`config.mk`:
```
export PLATFORM = sky130hd
export DESIGN_NAME = mac_engine_flat
export DESIGN_NICKNAME = d
export VERILOG_FILES = /design/src/rtl/mac_engine_if.sv /design/src/rtl/mac_engine.sv /design/src/flat_wrapper.sv
export SDC_FILE = /design/constraint.sdc
export NUM_CORES = 1
export LEC_CHECK = 0
export ABC_AREA = 1
export BUFFER_PORTS_ARGS = -buffer_cell sky130_fd_sc_hd__buf_2
export CELL_PAD_IN_SITES_DETAIL_PLACEMENT = 0
export CELL_PAD_IN_SITES_GLOBAL_PLACEMENT = 1
export CORE_AREA = 2 2 201 104
export DETAILED_ROUTE_END_ITERATION = 10
export DIE_AREA = 0 0 203 106
export PLACE_DENSITY_LB_ADDON = 0.1
export SLEW_MARGIN = 5
export SYNTH_ARGS = -nofsm -noshare
export SYNTH_HDL_FRONTEND = slang
export SYNTH_SLANG_ARGS = --single-unit
```
`constraint.sdc`:
```
create_clock -name i_clk -period 3.1 [get_ports i_clk]
set_input_delay 0.155 -clock i_clk [delete_from_list [all_inputs] [get_ports i_clk]]
set_output_delay 0.155 -clock i_clk [all_outputs]
set_load 0.01 [all_outputs]
```
`src/rtl/mac_engine_if.sv`:
```
// ---------------------------------------------------------------------------
// mac_engine_if
//   Groups the tap-input and result-output handshake of mac_engine.
//
//   Parameters : DATA_W, ACC_W, TAP_CNT. They must match the engine that is
//                attached to the interface.
//   Signals    : clear        synchronous abort of the current frame
//                signed_mode  1 = two's-complement operands for this tap
//                in_valid     tap offered
//                in_ready     tap accepted when in_valid && in_ready
//                x, y         operands
//                out_valid    result holds a completed sum
//                out_ready    consumer takes result when out_valid && out_ready
//                result       completed TAP_CNT-product sum
//                tap_idx      products already summed into the current frame
//   Modports   : master = producer/consumer side, slave = the engine.
// ---------------------------------------------------------------------------
interface mac_engine_if #(
    parameter int DATA_W  = 8,
    parameter int ACC_W   = 32,
    parameter int TAP_CNT = 9
);
    localparam int IDX_W = (TAP_CNT > 1) ? $clog2(TAP_CNT) : 1;

    logic              clear;
    logic              signed_mode;
    logic              in_valid;
    logic              in_ready;
    logic [DATA_W-1:0] x;
    logic [DATA_W-1:0] y;
    logic              out_valid;
    logic              out_ready;
    logic [ACC_W-1:0]  result;
    logic [IDX_W-1:0]  tap_idx;

    modport master (
        output clear, signed_mode, in_valid, x, y, out_ready,
        input  in_ready, out_valid, result, tap_idx
    );

    modport slave (
        input  clear, signed_mode, in_valid, x, y, out_ready,
        output in_ready, out_valid, result, tap_idx
    );
endinterface

```
`src/rtl/mac_engine.sv`:
```
// ---------------------------------------------------------------------------
// mac_engine
//   Two-stage multiply-accumulate engine. Each accepted X/Y tap is multiplied
//   in stage 1; stage 2 accumulates TAP_CNT products into one frame sum and
//   presents it on result with a valid/ready handshake. Back-to-back frames
//   run at one tap per clock.
//
//   Ports  : i_clk    the only clock, rising edge
//            i_rst_n  asynchronous active-low reset
//            bus      mac_engine_if.slave (clear, signed_mode, in_valid,
//                     in_ready, x, y, out_valid, out_ready, result, tap_idx)
//
//   Optional build macro:
//     MAC_SATURATE_EN  when defined, stage 2 clamps the running sum to the
//                      representable limit of the tap's mode and holds that
//                      value until the frame completes. When undefined the
//                      accumulator wraps modulo 2^ACC_W.
//
//   ACC_W must be at least 2*DATA_W.
// ---------------------------------------------------------------------------
module mac_engine #(
    parameter int DATA_W  = 8,
    parameter int ACC_W   = 32,
    parameter int TAP_CNT = 9
) (
    input  logic         i_clk,
    input  logic         i_rst_n,
    mac_engine_if.slave  bus
);
    localparam int PROD_W = 2 * DATA_W;
    localparam int IDX_W  = (TAP_CNT > 1) ? $clog2(TAP_CNT) : 1;
    localparam logic [IDX_W-1:0] LAST_IDX = IDX_W'(TAP_CNT - 1);

    // -----------------------------------------------------------------------
    // Handshake
    // -----------------------------------------------------------------------
    logic w_stall;
    logic w_in_ready;
    logic w_accept;

    logic r_out_valid;
    logic [ACC_W-1:0] r_result;

    // A held result that nobody takes freezes the whole pipeline.
    assign w_stall    = r_out_valid && !bus.out_ready;
    assign w_in_ready = !w_stall && !bus.clear;
    assign w_accept   = bus.in_valid && w_in_ready;

    // -----------------------------------------------------------------------
    // Stage 1: product
    // -----------------------------------------------------------------------
    logic              w_ext_sign_x;
    logic              w_ext_sign_y;
    logic [PROD_W-1:0] w_x_ext;
    logic [PROD_W-1:0] w_y_ext;
    logic [PROD_W-1:0] w_prod;
    logic              w_prod_sign;
    logic [ACC_W-1:0]  w_product;

    // Operands are widened according to the tap's mode before multiplying.
    // The low PROD_W bits of the product of the widened operands are the
    // exact product in either mode, since the true result always fits.
    assign w_ext_sign_x = bus.signed_mode & bus.x[DATA_W-1];
    assign w_ext_sign_y = bus.signed_mode & bus.y[DATA_W-1];
    assign w_x_ext      = {{DATA_W{w_ext_sign_x}}, bus.x};
    assign w_y_ext      = {{DATA_W{w_ext_sign_y}}, bus.y};
    assign w_prod       = w_x_ext * w_y_ext;
    assign w_prod_sign  = bus.signed_mode & w_prod[PROD_W-1];

    generate
        if (ACC_W > PROD_W) begin : g_prod_ext
            assign w_product = {{(ACC_W - PROD_W){w_prod_sign}}, w_prod};
        end else begin : g_prod_fit
            assign w_product = w_prod;
        end
    endgenerate

    logic             r_s1_valid;
    logic [ACC_W-1:0] r_s1_prod;

    // -----------------------------------------------------------------------
    // Stage 2: accumulate
    // -----------------------------------------------------------------------
    logic [ACC_W-1:0] r_acc;
    logic [IDX_W-1:0] r_tap_idx;
    logic [ACC_W-1:0] w_base;
    logic [ACC_W-1:0] w_sum;
    logic             w_last;
    logic             w_advance;
    logic             w_complete;

    // The first product of a frame loads the accumulator instead of adding.
    assign w_base     = (r_tap_idx == '0) ? '0 : r_acc;
    assign w_last     = (r_tap_idx == LAST_IDX);
    assign w_advance  = r_s1_valid && !w_stall && !bus.clear;
    assign w_complete = w_advance && w_last;

`ifdef MAC_SATURATE_EN
    localparam logic [ACC_W-1:0] SMAX = {1'b0, {(ACC_W - 1){1'b1}}};
    localparam logic [ACC_W-1:0] SMIN = {1'b1, {(ACC_W - 1){1'b0}}};

    logic             r_s1_signed;
    logic             r_sat;
    logic [ACC_W:0]   w_add_wide;
    logic             w_ovf_u;
    logic             w_ovf_s;
    logic             w_sat_hold;
    logic             w_sat_now;

    assign w_add_wide = {1'b0, w_base} + {1'b0, r_s1_prod};
    assign w_ovf_u    = w_add_wide[ACC_W];
    // Signed overflow: both addends share a sign the sum does not.
    assign w_ovf_s    = (w_base[ACC_W-1] == r_s1_prod[ACC_W-1]) &&
                        (w_add_wide[ACC_W-1] != r_s1_prod[ACC_W-1]);
    // Once clamped, the value sticks until the frame is emitted.
    assign w_sat_hold = r_sat && (r_tap_idx != '0);

    always_comb begin
        w_sum     = w_add_wide[ACC_W-1:0];
        w_sat_now = 1'b0;
        if (w_sat_hold) begin
            w_sum     = r_acc;
            w_sat_now = 1'b1;
        end else if (r_s1_signed && w_ovf_s) begin
            w_sum     = w_base[ACC_W-1] ? SMIN : SMAX;
            w_sat_now = 1'b1;
        end else if (!r_s1_signed && w_ovf_u) begin
            w_sum     = '1;
            w_sat_now = 1'b1;
        end
    end

    always_ff @(posedge i_clk or negedge i_rst_n) begin
        if (!i_rst_n) begin
            r_s1_signed <= 1'b0;
            r_sat       <= 1'b0;
        end else if (bus.clear) begin
            r_sat       <= 1'b0;
        end else if (!w_stall) begin
            if (bus.in_valid) begin
                r_s1_signed <= bus.signed_mode;
            end
            if (r_s1_valid) begin
                r_sat <= w_last ? 1'b0 : w_sat_now;
            end
        end
    end
`else
    assign w_sum = w_base + r_s1_prod;
`endif

    // -----------------------------------------------------------------------
    // Pipeline state
    // -----------------------------------------------------------------------
    always_ff @(posedge i_clk or negedge i_rst_n) begin
        if (!i_rst_n) begin
            r_s1_valid <= 1'b0;
            r_s1_prod  <= '0;
            r_acc      <= '0;
            r_tap_idx  <= '0;
        end else if (bus.clear) begin
            // Abort wins over a stall: the partial frame is dropped even
            // while a finished result is still waiting to be taken.
            r_s1_valid <= 1'b0;
            r_acc      <= '0;
            r_tap_idx  <= '0;
        end else if (!w_stall) begin
            r_s1_valid <= w_accept;
            if (w_accept) begin
                r_s1_prod <= w_product;
            end
            if (r_s1_valid) begin
                if (w_last) begin
                    r_acc     <= '0;
                    r_tap_idx <= '0;
                end else begin
                    r_acc     <= w_sum;
                    r_tap_idx <= r_tap_idx + IDX_W'(1);
                end
            end
        end
    end

    // -----------------------------------------------------------------------
    // Result register. clear never touches it. Outside a stall, out_valid
    // either fell through a handshake or was low already, so the new value
    // is simply whether a frame completes now; a completion coinciding with
    // a handshake replaces result and keeps out_valid high.
    // -----------------------------------------------------------------------
    always_ff @(posedge i_clk or negedge i_rst_n) begin
        if (!i_rst_n) begin
            r_out_valid <= 1'b0;
            r_result    <= '0;
        end else if (!w_stall) begin
            r_out_valid <= w_complete;
            if (w_complete) begin
                r_result <= w_sum;
            end
        end
    end

    assign bus.in_ready  = w_in_ready;
    assign bus.out_valid = r_out_valid;
    assign bus.result    = r_result;
    assign bus.tap_idx   = r_tap_idx;

endmodule
```
`src/flat_wrapper.sv`:
```
// flat-port wrapper written by rule: the top's interface ports become plain ports
module mac_engine_flat 
#(
    parameter int DATA_W  = 8,
    parameter int ACC_W   = 32,
    parameter int TAP_CNT = 9
)
  (i_clk, i_rst_n, bus_clear, bus_signed_mode, bus_in_valid, bus_x, bus_y, bus_out_ready, bus_in_ready, bus_out_valid, bus_result, bus_tap_idx);
  mac_engine_if #(.DATA_W(DATA_W), .ACC_W(ACC_W), .TAP_CNT(TAP_CNT)) bus_i ();
  input  logic i_clk;
  input  logic i_rst_n;
  input wire logic [$bits(bus_i.clear)-1:0] bus_clear;
  input wire logic [$bits(bus_i.signed_mode)-1:0] bus_signed_mode;
  input wire logic [$bits(bus_i.in_valid)-1:0] bus_in_valid;
  input wire logic [$bits(bus_i.x)-1:0] bus_x;
  input wire logic [$bits(bus_i.y)-1:0] bus_y;
  input wire logic [$bits(bus_i.out_ready)-1:0] bus_out_ready;
  output wire logic [$bits(bus_i.in_ready)-1:0] bus_in_ready;
  output wire logic [$bits(bus_i.out_valid)-1:0] bus_out_valid;
  output wire logic [$bits(bus_i.result)-1:0] bus_result;
  output wire logic [$bits(bus_i.tap_idx)-1:0] bus_tap_idx;
  assign bus_i.clear = bus_clear;
  assign bus_i.signed_mode = bus_signed_mode;
  assign bus_i.in_valid = bus_in_valid;
  assign bus_i.x = bus_x;
  assign bus_i.y = bus_y;
  assign bus_i.out_ready = bus_out_ready;
  assign bus_in_ready = bus_i.in_ready;
  assign bus_out_valid = bus_i.out_valid;
  assign bus_result = bus_i.result;
  assign bus_tap_idx = bus_i.tap_idx;
  mac_engine #(.DATA_W(DATA_W), .ACC_W(ACC_W), .TAP_CNT(TAP_CNT)) u_core (.i_clk(i_clk), .i_rst_n(i_rst_n), .bus(bus_i));
endmodule
```
==> results.md <==
- The flow ran to the end, but the final reports show violations.
- The checks that failed: negative setup slack.
- TritonCTS built the clock tree.
- The total congestion overflow after global routing is 0.
- Before CTS, the worst setup slack after placement is -1.355 ns.
- The smallest clock period supported by the final layout is computed as 3.957 ns.
- The starting DRC count in detailed routing is 807.
- The pin count of the biggest net entering global routing is 88.
- Summing internal, switching and leakage power gives 7.991 mW.
- The routed wire length is 29.53 mm.
- The clock latency at the later pin of the worst-skew pair is 0.36 ns.
- The areal power density over the cells is 673.8 nW/um^2.
- The type of the worst setup path is input pin to flip-flop.
- Detailed placement ended at an HPWL of 24.32 mm.
- The die area is 21520 sq um.
- The pre-antenna-repair detailed-routing pass consisted of 5 iterations.
- In this run the remaining antenna-violating nets after routing total 0.
- The synthesized design contains 87 register bits.
- The number of synthesis warnings is 0.
- Setup repair after global routing could not meet its margin everywhere.
- STA classifies the critical path endpoint as a flip-flop.
- The proportion of netlist area held by the largest area contributor is 0.2471.
- For the final database, setup skew stands at 0.008046 ns.
- Of all flip-flops after synthesis, the portion carrying an async set or reset was 1.000.
- After technology mapping, the gate count stands at 1278.
- The DRC violation count after routing is 0.
- The clock net in this run drives a total of 87 sinks.
- Routability-driven placement finished with a final weighted congestion of 0.9891.
- The standard-cell row count is 37.
- The library cell with the largest summed area after synthesis is dfrtp_1.
- The sink of the worst hold path is u_core.bus.out_valid$_DFFE_PN0N_.
- The area growth from synthesis to layout is 34.57%.
- In this run the critical register-to-register path is launched from u_core.bus.tap_idx[0]$_DFFE_PN0P_.
- Input and output buffers added on the ports amount to 59.
- In this run the worst hold path is classified as input pin to flip-flop.
- For this design the top-level I/O count stands at 60.
- The die is 106 um tall.
- The clock-pin slew of the registers on the worst-case setup and hold paths is 0.06 ns.
- The number of enable-type register cells in the synthesized netlist is 0.
- In the post-synthesis netlist, the cell with the most instances is nand2_1.
- The number of nets handed over by synthesis was 1430.
- The launch point of the worst hold path is bus_out_ready.
- For this design the static power due to leakage is 6.686 nW.
- The tree is rooted in a clkbuf_16.
- Setup violations remaining at the end of the flow were counted as 10.
- In this run the cell area of the synthesized design comes to 8812 sq um.
- The worst pin sits at a relative slew slack of 0.6503.
- The horizontal die dimension is 203 um.
- The per-instance average area after synthesis is 6.895 sq um.
- For this run, the leading register cell type out of synthesis is dfrtp_1.
- STA classifies the critical path startpoint as an input pin.
- The initial antenna violation count came to 0.
- The total count of hold-check failures in the final report is 0.
- Across all setup checks in the final design, the least slack found is -0.8568 ns.
- Data arrives at the worst endpoint at 4.20 ns.
- For this configuration, the core starts out at a cell density of 0.4417.
- The data required time at the worst endpoint is 3.34 ns.
- The total count of max-transition violations in the final report came to 0.
- After synthesis, the most frequently instantiated cells are nand2_1, inv_1, nand3_1.
- Based on the critical path, the design can be clocked at up to 252.7 MHz.
- In the routed layout, each cell is associated on average with a via count of 4.910.
- The antenna diode instance count is 0.
- The length in cells of the worst reg-to-reg path is 15.
- The worst-case register-to-register setup slack is 0.14 ns.
- The final layout contains 1657 nets.
- The ratio of final minimum period to clock period is 1.276.
- VDD sags by at most 0.5039 mV.
- The maximum buffer depth of the clock tree is 2.
- The distinct cell type count after synthesis is 36.
- In this run the number of H-tree levels came out at 3.
- For the final routed database, the setup TNS stands at -7.183 ns.
- The destination of the worst register-to-register timing path is u_core.r_acc[12]$_DFFE_PN0P_.
- The final cell utilization of the core is 0.5943.
- In the final layout, the share of cells above drive strength 1 is 0.2671.
- The tool flagged a number of max-cap violations equal to 0.
- The total global routing track utilization is 0.2912.
- The average detailed-routed wire length per instance is 16.57 um.
- The total clock buffers created by CTS is 9.
- The number of global-route vias before repair is 8185.
- The via total after detailed routing is 8750.
- The first global-routing pass estimated 47.03 mm of wire.
- The sequential element share of the synthesized area is 0.2471.
- The number of stages on the worst hold path is 4.
- The core outline area is 19950 sq um.
- The slew of the pin with the lowest slew margin is 0.5245 ns.
- By area the synthesized netlist is led by dfrtp_1, nand2_1, fa_1.
- The top fanout value on the critical path is 3.
[layer usage]
layer / part of all wire / track usage
met5: 0.0037 / 0.03810
met4: 0.0038 / 0.02711
met3: 0.12 / 0.09810
met2: 0.30 / 0.3026
met1: 0.57 / 0.5253
[cell type report]
class,count,area [sq um]
clock buffer,9,225.2
clock inverter,6,92.59
fill,1919,8094
inverter,266,1001
multi-input combinational,893,6076
sequential,87,2177
tap,273,341.6
timing repair buffer,248,1946
[timing repair]
item,4_1_cts,5_1_grt
pin swaps,28,22
hold endpoints to repair,87,0
endpoints found under the setup margin,30,52
buffers inserted,11,6
gates resized for setup,80,65
hold buffers,1,0
[how the worst max path moves through the flow]
stage	start	to	slack, ns	cells after the start
global route	bus_signed_mode	u_core.r_s1_prod[11]$_DFFE_PN0P_	-1.02	19
CTS	bus_x[7]	u_core.r_s1_prod[16]$_DFFE_PN0P_	-0.77	23
detailed placement	bus_signed_mode	u_core.r_s1_prod[16]$_DFFE_PN0P_	-1.36	21
global placement	bus_signed_mode	u_core.r_s1_prod[16]$_DFFE_PN0P_	-1.32	20
floorplan	bus_x[5]	u_core.r_s1_prod[16]$_DFFE_PN0P_	-0.93	24
finish	bus_x[0]	u_core.r_s1_prod[16]$_DFFE_PN0P_	-0.86	20
[stage by stage]
| step | cell area (sq um) | cells | hold WS (ns) |
|---|---|---|---|
| 4_1_cts | 11610 | 1777 | 0.1012 |
| 2_1_floorplan | 9159 | 1278 | -0.1406 |
| 3_3_place_gp | 10870 | 1750 | 0.2328 |
| 6_report | 11860 | 1782 | 0.1083 |
| 5_1_grt | 11860 | 1782 | 0.1307 |
| 3_5_place_dp | 10870 | 1750 | 0.2383 |
[cell usage in the layout, fill, tap and decap left out, drive strengths merged, types with 2 or more instances in the layout]
master,instances
nor2,92
clkinvlp,2
ha,66
or2,4
nand2,423
nand3b,2
o21bai,6
bufinv,2
dfrtp,87
a21oi,35
fa,64
o22ai,10
xor2,10
nand3,96
xnor2,10
inv,267
nand4,11
buf,245
o21ai,47
nor3,10
o31ai,2
clkbuf,11
[power breakdown]
part	switching [mW]	internal [mW]
Clock	0.494	0.708
Sequential	0.104	1.28
Combinational	2.89	2.51
Total	3.49	4.50
[sequential cells by signal (all words and copies together), names as in the netlist]
register	cells
u_core.bus.out_valid	1
u_core.r_s1_valid	1
u_core.r_acc	32
u_core.bus.tap_idx	4
u_core.bus.result	32
u_core.r_s1_prod	17
[cell families (layout without fill, tap and decap cells)]
group           Yosys count  in the layout  share of synthesized area
simple gates            641            641                     0.3027
xor+xnor                 20             20                    0.01988
buf+inv                 298            529                     0.1288
compound gates          102            102                    0.06247
flops                    87             87                     0.2471
fa+ha+maj               130            130                     0.2391
[worst max-delay path, cell delays in order]
cell and delay, ns:
buf_2 0.15, or2_4 0.26, fa_1 0.50, fa_1 0.52
inv_2 0.05, fa_1 0.48, fa_1 0.49, inv_1 0.05
fa_1 0.49, inv_2 0.05, ha_4 0.28, nand2_2 0.07
nor2_2 0.12, nand3_1 0.12, nand3_2 0.13, inv_2 0.04
nand3_2 0.05, nand2_2 0.06, nand3_1 0.08, nand2_1 0.06
No activity file was read; power rests on OpenSTA's default activity.
